<file path="src/rtl/branch_predictor_pkg.sv">
// Shared constants for the branch predictor: default geometry, derived
// index/tag widths and the weak counter encodings.
package branch_predictor_pkg;

   localparam int BP_ENTRIES = 16;
   localparam int BP_ADDR_W  = 32;
   localparam int BP_CTR_W   = 2;

   // Index skips the two byte-offset bits; the tag is everything above it.
   localparam int BP_IDX_W   = $clog2(BP_ENTRIES);
   localparam int BP_TAG_W   = BP_ADDR_W - BP_IDX_W - 2;

   // Weak encodings for any counter width up to 4 bits.
   // Weakly-taken has only the MSB set; weakly-not-taken is all ones below it.
   function automatic logic [3:0] weak_taken(input int ctr_w);
      return 4'(1 << (ctr_w - 1));
   endfunction

   function automatic logic [3:0] weak_not_taken(input int ctr_w);
      return 4'((1 << (ctr_w - 1)) - 1);
   endfunction

   localparam logic [BP_CTR_W-1:0] BP_WEAK_T  = BP_CTR_W'(weak_taken(BP_CTR_W));
   localparam logic [BP_CTR_W-1:0] BP_WEAK_NT = BP_CTR_W'(weak_not_taken(BP_CTR_W));

endpackage

</file>
<file path="src/rtl/branch_predictor_if.sv">
// Fetch/decode side bundle of the branch predictor.
// Handshake: update_valid and invalidate are single-cycle strobes with no
// ready; the predictor accepts every strobe on the rising edge it is seen.
// The lookup path is purely combinational and always valid.
interface branch_predictor_if
   import branch_predictor_pkg::*;
#(
   parameter int ADDR_W = BP_ADDR_W
);
   logic [ADDR_W-1:0] lookup_pc;
   logic              pred_taken;
   logic [ADDR_W-1:0] pred_target;
   logic              update_valid;
   logic [ADDR_W-1:0] update_pc;
   logic              update_taken;
   logic [ADDR_W-1:0] update_target;
   logic              invalidate;
   logic [31:0]       stat_lookups;
   logic [31:0]       stat_hits;

   // Pipeline side: drives PCs and resolutions, consumes predictions.
   modport master (
      output lookup_pc, update_valid, update_pc, update_taken, update_target, invalidate,
      input  pred_taken, pred_target, stat_lookups, stat_hits
   );

   // Predictor side.
   modport slave (
      input  lookup_pc, update_valid, update_pc, update_taken, update_target, invalidate,
      output pred_taken, pred_target, stat_lookups, stat_hits
   );
endinterface

</file>
<file path="src/rtl/branch_predictor_sat_counter.sv">
// Saturating up/down counter with a parallel load, one per BTB entry.
// Priority: reset, load, increment, decrement.
module sat_counter #(
   parameter int              CTR_W   = 2,
   parameter logic [CTR_W-1:0] RST_VAL = '0
) (
   input  logic             i_clk,
   input  logic             i_rst,
   input  logic             i_inc,
   input  logic             i_dec,
   input  logic             i_load,
   input  logic [CTR_W-1:0] i_load_val,
   output logic [CTR_W-1:0] o_cnt
);

   localparam logic [CTR_W-1:0] MAX_VAL = {CTR_W{1'b1}};

   logic [CTR_W-1:0] r_cnt;

   // Count toward the resolved direction, holding at either end.
   always_ff @(posedge i_clk) begin
      if (i_rst) begin
         r_cnt <= RST_VAL;
      end else if (i_load) begin
         r_cnt <= i_load_val;
      end else if (i_inc) begin
         if (r_cnt != MAX_VAL) r_cnt <= r_cnt + 1'b1;
      end else if (i_dec) begin
         if (r_cnt != '0) r_cnt <= r_cnt - 1'b1;
      end
   end

   assign o_cnt = r_cnt;

endmodule

</file>
<file path="src/rtl/branch_predictor.sv">
// Direct-mapped branch target buffer with per-entry saturating direction
// counters. Lookup is combinational from flops; updates land on the next
// edge, so a same-cycle lookup always sees the pre-update contents.
module branch_predictor
   import branch_predictor_pkg::*;
#(
   parameter int ENTRIES = BP_ENTRIES,
   parameter int ADDR_W  = BP_ADDR_W,
   parameter int CTR_W   = BP_CTR_W
) (
   input  logic              i_clk,
   input  logic              i_rst,
   branch_predictor_if.slave bp
);

   localparam int IDX_W = $clog2(ENTRIES);
   localparam int TAG_W = ADDR_W - IDX_W - 2;

   localparam logic [CTR_W-1:0] WEAK_T  = CTR_W'(weak_taken(CTR_W));
   localparam logic [CTR_W-1:0] WEAK_NT = CTR_W'(weak_not_taken(CTR_W));
   localparam logic [31:0]      STAT_MAX = 32'hFFFF_FFFF;

   // Table state
   logic [ENTRIES-1:0] r_valid;
   logic [TAG_W-1:0]   r_tag    [ENTRIES];
   logic [ADDR_W-1:0]  r_target [ENTRIES];
   logic [CTR_W-1:0]   w_ctr    [ENTRIES];

   logic [31:0] r_stat_lookups;
   logic [31:0] r_stat_hits;

   // Lookup port
   logic [IDX_W-1:0]  w_lk_idx;
   logic [TAG_W-1:0]  w_lk_tag;
   logic              w_lk_hit;
   logic              w_lk_taken;

   // Update port, evaluated on pre-update state
   logic [IDX_W-1:0]  w_up_idx;
   logic [TAG_W-1:0]  w_up_tag;
   logic              w_up_hit;
   logic              w_up_pred_taken;
   logic [ADDR_W-1:0] w_up_pred_target;
   logic              w_up_correct;
   logic              w_upd_en;
   logic              w_alloc;

   // Byte-offset bits never participate in indexing or tagging.
   logic w_unused_lsbs;
   assign w_unused_lsbs = ^{bp.lookup_pc[1:0], bp.update_pc[1:0]};

   // Prediction for the fetch PC.
   always_comb begin
      w_lk_idx   = bp.lookup_pc[IDX_W+1:2];
      w_lk_tag   = bp.lookup_pc[ADDR_W-1:IDX_W+2];
      w_lk_hit   = r_valid[w_lk_idx] && (r_tag[w_lk_idx] == w_lk_tag);
      w_lk_taken = w_lk_hit && w_ctr[w_lk_idx][CTR_W-1];
   end

   assign bp.pred_taken  = w_lk_taken;
   assign bp.pred_target = w_lk_taken ? r_target[w_lk_idx] : (bp.lookup_pc + ADDR_W'(4));

   // What the table would have predicted for the resolved PC, and whether
   // that matched the resolution. Invalidate suppresses the whole update.
   always_comb begin
      w_up_idx         = bp.update_pc[IDX_W+1:2];
      w_up_tag         = bp.update_pc[ADDR_W-1:IDX_W+2];
      w_up_hit         = r_valid[w_up_idx] && (r_tag[w_up_idx] == w_up_tag);
      w_up_pred_taken  = w_up_hit && w_ctr[w_up_idx][CTR_W-1];
      w_up_pred_target = w_up_pred_taken ? r_target[w_up_idx] : (bp.update_pc + ADDR_W'(4));
      w_up_correct     = (w_up_pred_taken == bp.update_taken) &&
                         (!bp.update_taken || (w_up_pred_target == bp.update_target));
      w_upd_en         = bp.update_valid && !bp.invalidate;
      w_alloc          = w_upd_en && !w_up_hit && bp.update_taken;
   end

   // One counter per entry; a miss that resolves taken reloads it weakly taken.
   for (genvar g = 0; g < ENTRIES; g++) begin : g_ctr
      logic w_sel;
      assign w_sel = (w_up_idx == IDX_W'(g));

      sat_counter #(
         .CTR_W   (CTR_W),
         .RST_VAL (WEAK_NT)
      ) u_ctr (
         .i_clk      (i_clk),
         .i_rst      (i_rst),
         .i_inc      (w_upd_en && w_sel && w_up_hit && bp.update_taken),
         .i_dec      (w_upd_en && w_sel && w_up_hit && !bp.update_taken),
         .i_load     (w_alloc && w_sel),
         .i_load_val (WEAK_T),
         .o_cnt      (w_ctr[g])
      );
   end

   // Valid/tag/target: taken resolutions write the target; misses also claim the entry.
   always_ff @(posedge i_clk) begin
      if (i_rst) begin
         r_valid <= '0;
         for (int i = 0; i < ENTRIES; i++) begin
            r_tag[i]    <= '0;
            r_target[i] <= '0;
         end
      end else if (bp.invalidate) begin
         r_valid <= '0;
      end else if (w_upd_en && bp.update_taken) begin
         r_target[w_up_idx] <= bp.update_target;
         if (!w_up_hit) begin
            r_valid[w_up_idx] <= 1'b1;
            r_tag[w_up_idx]   <= w_up_tag;
         end
      end
   end

   // Accuracy statistics, saturating; an invalidated update is not counted.
   always_ff @(posedge i_clk) begin
      if (i_rst) begin
         r_stat_lookups <= '0;
         r_stat_hits    <= '0;
      end else if (w_upd_en) begin
         if (r_stat_lookups != STAT_MAX) r_stat_lookups <= r_stat_lookups + 32'd1;
         if (w_up_correct && (r_stat_hits != STAT_MAX)) r_stat_hits <= r_stat_hits + 32'd1;
      end
   end

   assign bp.stat_lookups = r_stat_lookups;
   assign bp.stat_hits    = r_stat_hits;

endmodule

</file>
<file path="src/flat_wrapper.sv">
// flat-port wrapper written by rule: the top's interface ports become plain ports
module branch_predictor_flat import branch_predictor_pkg::*;
#(
   parameter int ENTRIES = BP_ENTRIES,
   parameter int ADDR_W  = BP_ADDR_W,
   parameter int CTR_W   = BP_CTR_W
)
  (i_clk, i_rst, bp_lookup_pc, bp_update_valid, bp_update_pc, bp_update_taken, bp_update_target, bp_invalidate, bp_pred_taken, bp_pred_target, bp_stat_lookups, bp_stat_hits);
  branch_predictor_if #(.ADDR_W(ADDR_W)) bp_i ();
  input  logic i_clk;
  input  logic i_rst;
  input wire logic [$bits(bp_i.lookup_pc)-1:0] bp_lookup_pc;
  input wire logic [$bits(bp_i.update_valid)-1:0] bp_update_valid;
  input wire logic [$bits(bp_i.update_pc)-1:0] bp_update_pc;
  input wire logic [$bits(bp_i.update_taken)-1:0] bp_update_taken;
  input wire logic [$bits(bp_i.update_target)-1:0] bp_update_target;
  input wire logic [$bits(bp_i.invalidate)-1:0] bp_invalidate;
  output wire logic [$bits(bp_i.pred_taken)-1:0] bp_pred_taken;
  output wire logic [$bits(bp_i.pred_target)-1:0] bp_pred_target;
  output wire logic [$bits(bp_i.stat_lookups)-1:0] bp_stat_lookups;
  output wire logic [$bits(bp_i.stat_hits)-1:0] bp_stat_hits;
  assign bp_i.lookup_pc = bp_lookup_pc;
  assign bp_i.update_valid = bp_update_valid;
  assign bp_i.update_pc = bp_update_pc;
  assign bp_i.update_taken = bp_update_taken;
  assign bp_i.update_target = bp_update_target;
  assign bp_i.invalidate = bp_invalidate;
  assign bp_pred_taken = bp_i.pred_taken;
  assign bp_pred_target = bp_i.pred_target;
  assign bp_stat_lookups = bp_i.stat_lookups;
  assign bp_stat_hits = bp_i.stat_hits;
  branch_predictor #(.ENTRIES(ENTRIES), .ADDR_W(ADDR_W), .CTR_W(CTR_W)) u_core (.i_clk(i_clk), .i_rst(i_rst), .bp(bp_i));
endmodule
</file>
<file path="config.mk">
export PLATFORM = sky130hd
export DESIGN_NAME = branch_predictor_flat
export DESIGN_NICKNAME = d
export VERILOG_FILES = /design/src/rtl/branch_predictor_pkg.sv /design/src/rtl/branch_predictor_if.sv /design/src/rtl/branch_predictor_sat_counter.sv /design/src/rtl/branch_predictor.sv /design/src/flat_wrapper.sv
export SDC_FILE = /design/constraint.sdc
export NUM_CORES = 2
export LEC_CHECK = 0
export CORE_UTILIZATION = 60
export CTS_CLUSTER_SIZE = 30
export DETAILED_ROUTE_END_ITERATION = 7
export PLACE_DENSITY = 0.78
export SLEW_MARGIN = 10
export SYNTH_ARGS = -nofsm -noshare
export SYNTH_HDL_FRONTEND = slang
export SYNTH_HIERARCHICAL = 1
export SYNTH_SLANG_ARGS = --single-unit
</file>
<file path="constraint.sdc">
create_clock -name i_clk -period 29.8 [get_ports i_clk]
set_input_delay 8.94 -clock i_clk [delete_from_list [all_inputs] [get_ports i_clk]]
set_output_delay 8.94 -clock i_clk [all_outputs]
set_load 0.05 [all_outputs]
</file>
==> results.json <==
{
  "worstPathArrival_ns": 14.56,
  "post_cts_buffers": 0,
  "power_leakage_uw": 0.0217,
  "path_clk_slew_ns": 0.06,
  "r2r-end": "u_core/bp.stat_hits[5]$_SDFFE_PP0P_",
  "cts_tree": "done",
  "drive_gt1_share_pct": 20.3,
  "wl_per_cell_um": 32.9,
  "core_um2": 95300,
  "synth_area_leaders": "edfxtp_1 48%, mux4_2 19%, and2_1 8.9%",
  "dp_cells": 5387,
  "rows": 113,
  "first_iter_violations": 6137,
  "vias": 39700,
  "grt_pass1_vias": 39000,
  "fill_cells": 6593,
  "viasPerCell": 7.09,
  "status": "finished with violations",
  "port_buffers": 195,
  "overflow": 0,
  "setup.worst_path.class": "in -> out",
  "highest_layer": "met5",
  "die_w_um": 313,
  "grt_pass1_wl_mm": 265,
  "final_cell_mix": "928 x edfxtp_1, 823 x and2_1, 493 x mux4_2, 192 x nor2_1, 186 x clkdlybuf4s50_1",
  "hold_end": "u_core/r_valid[3]$_SDFFE_PP0P_",
  "antenna_found_initial": 14,
  "placed_area_um2": 60800,
  "syn_to_final_growth_pct": 10.9,
  "crit_slowest_cell": "clkdlybuf4s50_1",
  "rsz0062_at_grt": "no",
  "clock_sink_count": 1040,
  "instances_no_fill": 5600,
  "fmax_mhz": 42.6,
  "ant_nets": 0,
  "hold_start": "u_core/r_valid[3]$_SDFFE_PP0P_",
  "fin_util_pct": 67.4,
  "crit_required_ns": 20.86,
  "met3_length_mm": 27.7,
  "crit_chain": "buf_8, buf_4, mux4_2, mux4_2, xnor2_1, o211ai_1, nor4_1, nand3_2, buf_4, a21oi_1, clkdlybuf4s50_1",
  "gp_congestion": 0.970,
  "multiInputGateArea_um2": 26200,
  "crit_fanout": 70,
  "synth-seq-area-share_pct": 52.0,
  "drv_cap": 0,
  "r2r_start": "u_core/r_tag[11][8]$_SDFFCE_PN0P_",
  "regArea_um2": 30100,
  "die-area_um2": 97800,
  "drc_errors": 3,
  "violations": "design-rule violations",
  "setup_tns_ns": 0,
  "synth_edf_count": 928,
  "final-setup-viol-count": 0,
  "cp_top_family": "buffers and inverters",
  "synth.avg_cell_area_um2": 13.9,
  "max_stage_delay_ns": 0.91,
  "hold_class": "reg -> reg",
  "clkLatencyLatePin_ns": 0.72,
  "start_kind": "primary input",
  "first_pass_iters": 8,
  "synth_area_leader_cell": "edfxtp_1",
  "vdd_drop_max_uv": 49.1,
  "synth-seq-cells": 1040,
  "reg2reg_depth": 14,
  "cts_root_buffer": "clkbuf_16",
  "powerDensity_nw_per_um2": 53.9,
  "pin_count": 198,
  "hpwl_mm": 108,
  "rrSetupSlack_ns": 23.12,
  "synth.distinct_cells": 90,
  "m1WireLength_mm": 62.1,
  "layout_commonest_cell": "edfxtp_1",
  "grt_use_total_pct": 37.6,
  "cts_buffer_depth": 3,
  "netlist_instances": 4159,
  "fin_area_um2": 64300,
  "initial_core_util_pct": 60.8,
  "endpoint_kind": "output pin",
  "cts_buffers": 111,
  "fin_nets": 4343,
  "wl_mm": 184,
  "htreeDepth": 3,
  "period_share_pct": 78.9,
  "grt_max_degree": 102,
  "synth_top_area_share_pct": 48.1,
  "skew_ns": 0.0268,
  "wl_met2_mm": 83.3,
  "die_h_um": 313,
  "critPathBufInv": 4,
  "cts-resized-gates": 0,
  "synth_async_sr_flop_share_pct": 0,
  "fin_crit_ns": 23.50,
  "hold_violations": 0,
  "tightestPinTransition_ns": 1.30,
  "synth_ff_type": "edfxtp_1",
  "relSlewSlack_pct": 13.0,
  "worst_hold_path.num_cells": 1,
  "drv_slew": 0,
  "ys_warn_count": 6,
  "ctsHoldBuffers": 0,
  "syn_area_um2": 57900
}
==> sequential cells by signal, indices dropped and copies added (netlist names) <==
name                      count
u_core/r_target             512
u_core/bp.stat_lookups       32
u_core/bp.stat_hits          32
u_core/r_tag                416
u_core/r_valid               16
u_core/g_ctr.u_ctr/o_cnt     32
==> metrics by stage <==
step	worst slack [ns]	hold slack [ns]	total power, uW
2_1_floorplan	7.78	0.457	1980
3_3_place_gp	6.54	0.465	2130
3_5_place_dp	6.45	0.478	2140
4_1_cts	6.41	0.495	3460
5_1_grt	6.07	0.512	3540
6_report	6.30	0.498	3460
==> worst max path at each step <==
stage	from	slack, ns	depth (start not counted)	to
floorplan	bp_lookup_pc[2]	7.78	11	bp_pred_target[0]
global placement	bp_lookup_pc[2]	6.54	12	bp_pred_target[3]
detailed placement	bp_lookup_pc[2]	6.45	11	bp_pred_target[6]
CTS	bp_lookup_pc[2]	6.41	11	bp_pred_target[6]
global route	bp_lookup_pc[2]	6.07	11	bp_pred_target[6]
finish	bp_lookup_pc[2]	6.30	11	bp_pred_target[6]
==> final cells by class <==
class | instances | area share [%]
tap | 1265 | 2.46
sequential | 1040 | 46.9
clock inverter | 63 | 0.755
antenna | 8 | 0.0312
clock buffer | 142 | 4.60
inverter | 42 | 0.245
multi-input combinational | 2742 | 40.8
timing repair buffer | 298 | 4.30
==> logic make-up (layout without fill, tap and decap cells) <==
group                      after synthesis  after routing  synth area share (%)
AOI/OAI and AO/OA                      327            327                  4.14
xor gates and xnor gates               152            152                  2.31
adders and majority gates                7              7                 0.151
buffers and inverters                  407            545                  3.33
DFF                                   1040           1040                  52.0
muxes                                  672            672                  22.9
other                                    2             40                0.0130
and+or+nand+nor                       1552           1552                  15.2
==> per-layer routing <==
layer / global-route usage, % / up-vias
met5: 0.484 / -
met4: 19.3 / 14
met3: 12.2 / 679
met2: 56.8 / 3228
met1: 49.0 / 19800
li1: - / 16000
==> cells in the mapped netlist (5+ instances only) <==
library cell	instances
o31ai_1	5
nor2_1	209
buf_6	15
clkbuf_1	258
o22ai_1	9
o21ai_0	28
xor2_1	48
nand2b_1	37
a22oi_1	25
buf_12	12
o221a_1	15
o211ai_1	7
a221oi_1	6
nor3_1	132
dfxtp_1	112
buf_2	35
and2_1	823
a211oi_1	32
and3_1	30
buf_4	6
a21oi_1	102
nor2b_1	20
buf_1	36
mux4_2	493
nand2_1	103
o21a_1	18
nand3_1	59
a31oi_1	7
nand3b_1	5
xnor2_1	103
mux2i_1	127
inv_1	38
a2111oi_2	15
and4_1	8
or3_1	13
or2_2	39
edfxtp_1	928
mux4_1	19
a22o_1	12
mux2_2	25
nor4_1	21
ha_1	7
o221ai_1	7
nand4_1	31
==> power breakdown <==
part           switching, uW  total [uW]  leakage (uW)  internal (uW)
clock                    584        1330       0.00168            749
combinational            253         436        0.0103            183
sequential              36.3        1690       0.00972           1660
total                    873        3460        0.0217           2590
==> worst register-to-register path, stage by stage, from the launching register on <==
cell       delay [ns]
edfxtp_1         0.42
mux4_2           0.50
mux2i_1          0.35
o22ai_1          0.19
a2111oi_0        0.57
a22o_1           0.23
o211ai_2         0.13
or2_2            0.34
nor3_1           0.90
nand3_1          0.23
a2111oi_2        1.09
and2_1           0.49
a21o_1           0.63
nand3_1          0.17
mux2_1           0.34
(Power assumes the default switching activity.)
